[config.mk]
export PLATFORM = sky130hd
export DESIGN_NAME = mem_port_arbiter
export DESIGN_NICKNAME = d
export VERILOG_FILES = /design/src/rtl/mem_port_arbiter.sv
export SDC_FILE = /design/constraint.sdc
export NUM_CORES = 1
export LEC_CHECK = 0
export BUFFER_PORTS_ARGS = -buffer_cell sky130_fd_sc_hd__buf_2
export CORE_ASPECT_RATIO = 1.75
export CORE_UTILIZATION = 44
export DETAILED_ROUTE_END_ITERATION = 7
export PLACE_DENSITY = 0.7
export SLEW_MARGIN = 0
export SYNTH_ARGS = -nofsm -noshare
export SYNTH_HDL_FRONTEND = slang
export SYNTH_SLANG_ARGS = --single-unit
export TNS_END_PERCENT = 100
[constraint.sdc]
create_clock -name clk -period 3.66 [get_ports clk]
set_clock_uncertainty 0.05 [all_clocks]
set_input_delay 0.732 -clock clk [delete_from_list [all_inputs] [get_ports clk]]
set_output_delay 0.732 -clock clk [all_outputs]
set_load 0.05 [all_outputs]
[src/rtl/mem_port_arbiter.sv]
// N-port round-robin memory request arbiter with read-tag remapping.
// One registered request per cycle; read responses are routed back by tag with the original ID.
module mem_port_arbiter #(
    parameter int unsigned NUM_PORTS  = 2,
    parameter int unsigned DATA_WIDTH = 32,
    parameter int unsigned ID_WIDTH   = 4
) (
    input  logic                             clk,
    input  logic                             reset,
    input  logic [NUM_PORTS-1:0]             port_valid_in,
    input  logic [NUM_PORTS*DATA_WIDTH-1:0]  port_addr_in,
    input  logic [NUM_PORTS*DATA_WIDTH-1:0]  port_data_in,
    input  logic [NUM_PORTS-1:0]             port_rw_in,
    input  logic [NUM_PORTS*ID_WIDTH-1:0]    port_id_in,
    output logic [NUM_PORTS-1:0]             port_stall_out,
    output logic [NUM_PORTS-1:0]             port_ready_out,
    output logic [DATA_WIDTH-1:0]            port_data_out,
    output logic [ID_WIDTH-1:0]              port_id_out,
    output logic [DATA_WIDTH-1:0]            mem_addr_out,
    output logic [DATA_WIDTH-1:0]            mem_data_out,
    output logic                             mem_rw_out,
    output logic [ID_WIDTH-1:0]              mem_id_out,
    output logic                             mem_valid_out,
    input  logic [DATA_WIDTH-1:0]            mem_data_in,
    input  logic [ID_WIDTH-1:0]              mem_id_in,
    input  logic                             mem_ready_in,
    input  logic                             mem_stall_in,
    output logic [ID_WIDTH:0]                outstanding_out,
    output logic                             err_out
);

    localparam int unsigned Depth = 1 << ID_WIDTH;
    localparam int unsigned PtrW  = (NUM_PORTS > 1) ? $clog2(NUM_PORTS) : 1;
    localparam int unsigned CntW  = ID_WIDTH + 1;

    logic [PtrW-1:0]       rr_q, rr_d;
    logic                  or_valid_q;
    logic [DATA_WIDTH-1:0] or_addr_q, or_data_q;
    logic                  or_rw_q;
    logic [ID_WIDTH-1:0]   or_id_q;

    logic [Depth-1:0]      tag_used_q, tag_used_d;
    logic [PtrW-1:0]       tag_port_q [Depth];
    logic [ID_WIDTH-1:0]   tag_oid_q  [Depth];

    logic [NUM_PORTS-1:0]  ready_q, ready_d;
    logic [DATA_WIDTH-1:0] rdata_q;
    logic [ID_WIDTH-1:0]   rid_q;
    logic                  err_q;
    logic [CntW-1:0]       outst_q, outst_d;

    logic [NUM_PORTS-1:0]  eligible;
    logic                  free_avail, grant_found, can_accept, accept, alloc, resp_hit;
    logic [PtrW-1:0]       grant_idx;
    logic [ID_WIDTH-1:0]   free_tag;
    logic [DATA_WIDTH-1:0] sel_addr, sel_data;
    logic                  sel_rw;
    logic [ID_WIDTH-1:0]   sel_id;

    // Lowest-index free tag, judged on the table state at the start of the cycle.
    always_comb begin
        free_tag = '0;
        for (int i = int'(Depth) - 1; i >= 0; i--) begin
            if (!tag_used_q[i]) free_tag = ID_WIDTH'(i);
        end
    end

    always_comb begin
        int unsigned idx;
        logic [PtrW-1:0] cand;
        free_avail = ~&tag_used_q;
        for (int unsigned p = 0; p < NUM_PORTS; p++) begin
            eligible[p] = port_valid_in[p] & (port_rw_in[p] | free_avail);
        end

        grant_found = 1'b0;
        grant_idx   = '0;
        for (int unsigned k = 0; k < NUM_PORTS; k++) begin
            idx = 32'(rr_q) + k;
            if (idx >= NUM_PORTS) idx = idx - NUM_PORTS;
            cand = PtrW'(idx);
            if (!grant_found && eligible[cand]) begin
                grant_found = 1'b1;
                grant_idx   = cand;
            end
        end

        can_accept = ~or_valid_q | ~mem_stall_in;
        accept     = grant_found & can_accept;

        port_stall_out = '1;
        if (accept) port_stall_out[grant_idx] = 1'b0;

        sel_addr = '0;
        sel_data = '0;
        sel_rw   = 1'b0;
        sel_id   = '0;
        for (int unsigned p = 0; p < NUM_PORTS; p++) begin
            if (PtrW'(p) == grant_idx) begin
                sel_addr = port_addr_in[p*DATA_WIDTH +: DATA_WIDTH];
                sel_data = port_data_in[p*DATA_WIDTH +: DATA_WIDTH];
                sel_rw   = port_rw_in[p];
                sel_id   = port_id_in[p*ID_WIDTH +: ID_WIDTH];
            end
        end
        alloc = accept & ~sel_rw;
    end

    always_comb begin
        resp_hit = mem_ready_in & tag_used_q[mem_id_in];
        ready_d  = '0;
        if (resp_hit) ready_d[tag_port_q[mem_id_in]] = 1'b1;

        // Free and alloc never target the same entry: one is in use, the other free.
        tag_used_d = tag_used_q;
        if (resp_hit) tag_used_d[mem_id_in] = 1'b0;
        if (alloc)    tag_used_d[free_tag]  = 1'b1;

        outst_d = outst_q + CntW'(alloc) - CntW'(resp_hit);

        rr_d = rr_q;
        if (accept) begin
            rr_d = (grant_idx == PtrW'(NUM_PORTS - 1)) ? '0 : grant_idx + 1'b1;
        end
    end

    always_ff @(posedge clk or negedge reset) begin
        if (!reset) begin
            rr_q       <= '0;
            or_valid_q <= 1'b0;
            or_addr_q  <= '0;
            or_data_q  <= '0;
            or_rw_q    <= 1'b0;
            or_id_q    <= '0;
            tag_used_q <= '0;
            ready_q    <= '0;
            rdata_q    <= '0;
            rid_q      <= '0;
            err_q      <= 1'b0;
            outst_q    <= '0;
            for (int i = 0; i < int'(Depth); i++) begin
                tag_port_q[i] <= '0;
                tag_oid_q[i]  <= '0;
            end
        end else begin
            rr_q       <= rr_d;
            tag_used_q <= tag_used_d;
            outst_q    <= outst_d;
            ready_q    <= ready_d;

            if (accept) begin
                or_valid_q <= 1'b1;
                or_addr_q  <= sel_addr;
                or_data_q  <= sel_data;
                or_rw_q    <= sel_rw;
                or_id_q    <= sel_rw ? '0 : free_tag;
            end else if (or_valid_q && !mem_stall_in) begin
                or_valid_q <= 1'b0;
            end

            if (alloc) begin
                tag_port_q[free_tag] <= grant_idx;
                tag_oid_q[free_tag]  <= sel_id;
            end

            if (resp_hit) begin
                rdata_q <= mem_data_in;
                rid_q   <= tag_oid_q[mem_id_in];
            end
            if (mem_ready_in && !tag_used_q[mem_id_in]) err_q <= 1'b1;
        end
    end

    assign mem_valid_out   = or_valid_q;
    assign mem_addr_out    = or_addr_q;
    assign mem_data_out    = or_data_q;
    assign mem_rw_out      = or_rw_q;
    assign mem_id_out      = or_id_q;
    assign port_ready_out  = ready_q;
    assign port_data_out   = rdata_q;
    assign port_id_out     = rid_q;
    assign outstanding_out = outst_q;
    assign err_out         = err_q;

endmodule

==> flow_metrics.tcl, run 1 <==
set metrics [dict create \
    crit_path_max_fo 7 \
    post_drt_via_cell_ratio 5.28 \
    cts_tree "done" \
    syn_to_final_growth_pct 25.9 \
    route.layer.met1.wl_um 8880 \
    yosys_warnings 0 \
    htree_levels 1 \
    critical-path-slowest-cell "sky130_fd_sc_hd__or4_4" \
    post_synth_instance_area_mm2 0.00972 \
    max_cap_violations 0 \
    crit_path_max_incr_delay_ns 0.61 \
    timing.fmax_mhz 286 \
    met3_length_um 1640 \
    dieArea_mm2 0.0227 \
    detail_route.wl_per_cell_um 18.3 \
    antenna_violating_nets_post_route 0 \
    unrepaired_setup_endpoints_after_global_routing "false" \
    totalNegativeSetupSlack_ns 0 \
    ctsLongestPathBuffers 3 \
    initial_core_util 0.450 \
    synth_area_per_cell_um2 12.7 \
    fin_total_pwr_mw 8.58 \
    die_width_um 114 \
    mostFrequentLayoutCells "sky130_fd_sc_hd__buf_2, sky130_fd_sc_hd__dfrtp_1, sky130_fd_sc_hd__mux2_2" \
    clkSlewWorstSetupHoldPaths_ns 0.07 \
    hold_path_class "input port to async pin" \
    grt_first_pass_wirelength_um 38200 \
    io_buffer_count 295 \
    ys_seq_area_frac 0.543 \
    most_common_flop_cell_mapped_by_yosys "sky130_fd_sc_hd__dfrtp_1" \
    finalNetCount 1246 \
    timing.setup.critical_path_class "flip-flop to primary output" \
    max-vdd-ir-drop_v 0.000433 \
    track_usage 0.220 \
    placementRows 71 \
    synth_edf_count 0 \
    post_route_cells_drive_above_1_share 0.469 \
    synth_fp_nets 951 \
    min_period_over_period 0.955 \
    synth_seq_cells 211 \
    kind_of_cell_adding_the_most_delay_to_the_critical_path "simple AND/OR/NAND/NOR gates" \
    synth_cell_types 48 \
    max_slew.worst_pin.slew_ns 0.905 \
    grt_start_max_net_pins 99 \
    final-setup-viol-count 0 \
    timing.max_slew.rel_slack 0.397 \
    numClockSinks 211 \
    drc 0 \
    dieHeight_um 199 \
    grt_overflow 0 \
    critPathLaunchType "flip-flop" \
    cts.root.buffer_cell "sky130_fd_sc_hd__clkbuf_16" \
    ys_async_sr_fraction 1.00 \
    first_pass_iters 4 \
    instances_no_fill 1365 \
    first_global_vias 7287 \
    routabilityCongestion 0.936 \
    cp_cell_sequence "nand4_1 -> or4_4 -> o21ai_2 -> o21ba_4 -> nand2b_1 -> buf_2" \
    cts_buffers 21 \
    dp.cells 1325 \
    layout.core_utilization 0.567 \
    leakage_nw 6.06 \
    critical_path_required_ns 2.88 \
    finalWorstPathRequiredPeriod_ns 3.50 \
    timing.final.hold_violations 0 \
    hpwlAfterDp_um 18400 \
    route.met2.wl_um 13700 \
    hold_slack_ns 0.154 \
    vias 7202 \
    floorplan.core_area_mm2 0.0216 \
    power.density_mw_per_mm2 701 \
    pin_count 296 \
    route.final.wire_length_um 25000 \
    top_metal_used "met4" \
    antenna_found_initial 2 \
    worst-path-buf-inv 1 \
    critPathCaptureType "primary output" \
    clkLatencyLatePin_ns 0.50 \
    drtIter0Drc 207 \
    hold_buffers 0 \
    layout_commonest_cell "sky130_fd_sc_hd__buf_2" \
    syn_inst 765 \
    cp_data_arrival_time_ns 2.71 \
    status "complete, no violations" \
    slew_viol_final 0 \
]
synthesized netlist by cell type (all sizes together), types with 4 or more instances:
library cell,number,area share
a21o,10,0.0077
a21oi,70,0.036
and3,6,0.0039
and3b,4,0.0036
buf,26,0.017
clkbuf,19,0.0073
dfrtp,211,0.54
ha,5,0.0064
inv,14,0.0054
mux2,121,0.14
mux2i,65,0.067
mux4,29,0.068
nand2,55,0.021
nand2b,7,0.0045
nand3,5,0.0026
nand4,7,0.0052
nor2,72,0.028
o21ai,4,0.0024
logic make-up (layout without fill, tap and decap cells):
family / after synthesis / after routing / share of synthesized area
flops: 211 / 211 / 0.543
mux: 215 / 215 / 0.276
xor+xnor: 4 / 4 / 0.00361
other cells: 0 / 2 / 0
fa+ha+maj: 6 / 6 / 0.00850
buf+inv: 59 / 364 / 0.0301
compound gates: 98 / 99 / 0.0577
simple gates: 172 / 172 / 0.0805
report_power, final:
group | leakage, nW | total [mW] | switching [mW] | internal (mW)
logic | 3.12 | 3.22 | 2.16 | 1.07
registers | 2.61 | 3.21 | 0.309 | 2.90
clock network | 0.330 | 2.14 | 0.867 | 1.27
total | 6.06 | 8.58 | 3.33 | 5.24
routing by layer:
metal	up-vias	global-route usage
met5	-	0
met1	3509	0.234
met4	0	0.0808
met2	325	0.419
met3	57	0.0436
li1	3311	-
worst paths after layout:
kind / startpoint / endpoint / slack [ns] / cells past startpoint
hold reg to reg: err_out / err_out / 0.40 / 1
min in group clk: err_out / err_out / 0.40 / 1
setup / recovery: tag_used_q[5] / port_stall_out[0] / 0.16 / 6
hold / removal: reset / mem_data_out[18] / 0.15 / 1
setup reg to reg: tag_used_q[2] / outstanding_out[4] / 0.60 / 14
max in group asynchronous: reset / port_data_out[2] / 2.56 / 2
state kept, by name (all words and copies together), names as in the netlist:
signal,cells
tag_oid_q,64
mem_addr_out,32
mem_data_out,32
port_data_out,32
tag_port_q,16
tag_used_q,16
outstanding_out,5
mem_id_out,4
port_id_out,4
port_ready_out,2
err_out,1
mem_rw_out,1
mem_valid_out,1
rr_q,1
worst reg2reg max path: cells and delay by family, from the launching register on:
kind	cells	cell delay [ns]
flops	1	0.39
simple gates	2	0.20
buf+inv	3	0.25
xor+xnor	1	0.13
mux	2	0.68
fa+ha+maj	3	0.82
compound gates	3	0.47
per-stage QoR:
stage | cell area (um^2) | setup WS [ns]
global placement | 11500 | 0.143
floorplan | 9750 | 0.0215
CTS | 12200 | 0.0309
global route | 12200 | 0.00999
detailed placement | 11500 | 0.105
finish | 12200 | 0.164
final cells by class:
type                    instances  area [um^2]
flip-flops and latches        211         5280
diodes                          2         5.00
clock inverters                 4         73.8
fillers                      1883         9360
well taps                     292          365
clock buffers                  30          599
repair buffers                316         1670
multi-input cells             496         4190
inverters                      14         52.6
timing repair:
action	in CTS	in global routing
resized for setup	0	1
setup buffers	0	3
setup endpoints to repair	0	1
Note: power is estimated with default switching activity, not from simulation.
==> run 2, diff against run 1 <==
CORE_ASPECT_RATIO = default   (was 1.75)
==> run 2 against run 1 <==
Effect of this change: count of clock-buffer cells in the layout up 5; combinational power shrank 2%; clock power rose by 8%; final cell count decreased by 0.81%; first-iteration DRC count up 100%; wire length shrank 2.2%; total power is 1.7% higher; sequential power about the same; register-to-register slack worse by 0.10 ns; critical path type unchanged.
==> flow_metrics.tcl, run 2 (synthesized netlist as in run 1, its figures left out) <==
set metrics [dict create \
    hpwlAfterDp_um 17500 \
    hold_slack_ns 0.123 \
    grt_start_max_net_pins 121 \
    timing.setup.critical_path_class "flip-flop to primary output" \
    ctsLongestPathBuffers 3 \
    layout.core_utilization 0.564 \
    fin_total_pwr_mw 8.72 \
    design_area_mm2 0.0123 \
    max_slew.worst_pin.slew_ns 1.10 \
    cts_tree "done" \
    grt_overflow 0 \
    worst_r2r_endpoint "mem_addr_out[1]" \
    cp_data_arrival_time_ns 2.74 \
    antenna_found_initial 0 \
    critical-path-slowest-cell "sky130_fd_sc_hd__or4_4" \
    first_pass_iters 7 \
    timing.fmax_mhz 284 \
    pin_count 296 \
    first_global_vias 6765 \
    timing.max_slew.rel_slack 0.265 \
    leakage_nw 6.08 \
    fillers 1851 \
    beginning_of_the_worst_register_to_register_path "tag_used_q[3]" \
    die_width_um 151 \
    totalNegativeSetupSlack_ns 0 \
    cp_cell_sequence "nand4_2 -> or4_4 -> o21ai_1 -> a21boi_4 -> nand2_1 -> buf_2" \
    antenna_violating_nets_post_route 0 \
    post_drt_via_cell_ratio 5.21 \
    post_route_cells_drive_above_1_share 0.468 \
    slew_viol_final 0 \
    setup.reg_to_reg.worst_slack_ns 0.50 \
    crit_path_max_incr_delay_ns 0.65 \
    critical_path_required_ns 2.88 \
    cp-startpoint "tag_used_q[3]" \
    finalNetCount 1242 \
    worst-path-buf-inv 1 \
    hold_path_class "input port to async pin" \
    register_containing_the_most_flip_flops_in_the_final_layout "tag_oid_q" \
    numClockSinks 211 \
    dieArea_mm2 0.0227 \
    critical_path.endpoint "port_stall_out[1]" \
    routabilityCongestion 0.942 \
    placementRows 54 \
    cts.root.buffer_cell "sky130_fd_sc_hd__clkbuf_16" \
    critPathLaunchType "flip-flop" \
    drtIter0Drc 418 \
    status "complete, no violations" \
    htree_levels 1 \
    initial_core_util 0.447 \
    min_period_over_period 0.962 \
    crit_path_max_fo 17 \
    dieHeight_um 151 \
    floorplan.core_area_mm2 0.0218 \
    path_depth 6 \
    cts_buffers 23 \
    detail_route.wl_per_cell_um 18.0 \
    finalWorstPathRequiredPeriod_ns 3.52 \
    kind_of_cell_adding_the_most_delay_to_the_critical_path "simple AND/OR/NAND/NOR gates" \
    seq_area_mm2 0.00528 \
    route.final.wire_length_um 24400 \
    clkLatencyLatePin_ns 0.51 \
    mostFrequentLayoutCells "sky130_fd_sc_hd__buf_2, sky130_fd_sc_hd__dfrtp_1, sky130_fd_sc_hd__mux2_2" \
    hold_buffers 0 \
    power.density_mw_per_mm2 710 \
    largest_register_ff_count 64 \
    final-setup-viol-count 0 \
    clkSlewWorstSetupHoldPaths_ns 0.06 \
    reg2regPathDepth 8 \
    syn_to_final_growth_pct 26.3 \
    max_cap_violations 0 \
    track_usage 0.210 \
    io_buffer_count 295 \
    max-vdd-ir-drop_v 0.000397 \
    timing.final.hold_violations 0 \
    grt_first_pass_wirelength_um 36900 \
    placed_area_mm2 0.0115 \
    vias 7053 \
    multiInputGateArea_mm2 0.00420 \
    critPathCaptureType "primary output" \
    drc 0 \
    layout_commonest_cell "sky130_fd_sc_hd__buf_2" \
]
-- run 2: cell types whose count changed in the layout (fill, tap and decap cells not counted), moves of 2 or more --
cell                        change
sky130_fd_sc_hd__clkbuf_1       +3
sky130_fd_sc_hd__clkinv_2       +2
sky130_fd_sc_hd__clkbuf_16      +2
sky130_fd_sc_hd__buf_4          -7
-- run 2: repair_timing --
action                     in CTS  in global routing
gates resized for setup         0                  3
setup buffers                   0                  1
setup endpoints to repair       0                  2
-- run 2: worst min-delay path by stage --
| stage | startpoint | slack [ns] | cells past startpoint | end |
|---|---|---|---|---|
| after floorplan | reset | 0.39 | 0 | err_out |
| after global placement | err_out | 0.42 | 1 | err_out |
| after detailed placement | err_out | 0.42 | 1 | err_out |
| after CTS | reset | 0.15 | 1 | tag_oid_q[11] |
| after global routing | reset | 0.16 | 1 | tag_oid_q[6] |
| final | reset | 0.12 | 1 | tag_oid_q[11] |
-- run 2: per-layer routing --
metal,track usage,up-vias,wire [um]
met5,0,-,0
li1,-,3317,-
met1,0.294,3445,10600
met3,0.0345,40,1550
met2,0.341,251,11700
met4,0.0500,0,494
-- run 2: per-stage QoR --
stage	setup WS, ns	instances
6_report	0.140	1354
5_1_grt	-0.000757	1353
4_1_cts	0.0103	1351
3_5_place_dp	0.147	1309
3_3_place_gp	0.190	1309
2_1_floorplan	0.0215	765
-- run 2: cell type report --
class	count	area share
Clock inverter	7	0.00754
Antenna cell	1	0.000204
Timing Repair Buffer	310	0.133
Clock buffer	35	0.0538
Inverter	14	0.00428
Sequential cell	211	0.430
Multi-Input combinational cell	496	0.342
Tap cell	280	0.0285
-- run 2: power breakdown --
group / internal, mW / switching [mW] / total [mW]
logic: 1.05 / 2.12 / 3.17
registers: 2.90 / 0.338 / 3.24
clock network: 1.39 / 0.922 / 2.31
-- run 2: worst register-to-register path: stages (launching register included) --
cell and delay (ns):
sky130_fd_sc_hd__dfrtp_1 0.49, sky130_fd_sc_hd__nand4_2 0.21, sky130_fd_sc_hd__or4_4 0.66, sky130_fd_sc_hd__nor2_2 0.24
sky130_fd_sc_hd__o21ba_4 0.18, sky130_fd_sc_hd__buf_4 0.23, sky130_fd_sc_hd__buf_12 0.40, sky130_fd_sc_hd__mux2i_1 0.41
sky130_fd_sc_hd__a21oi_1 0.11
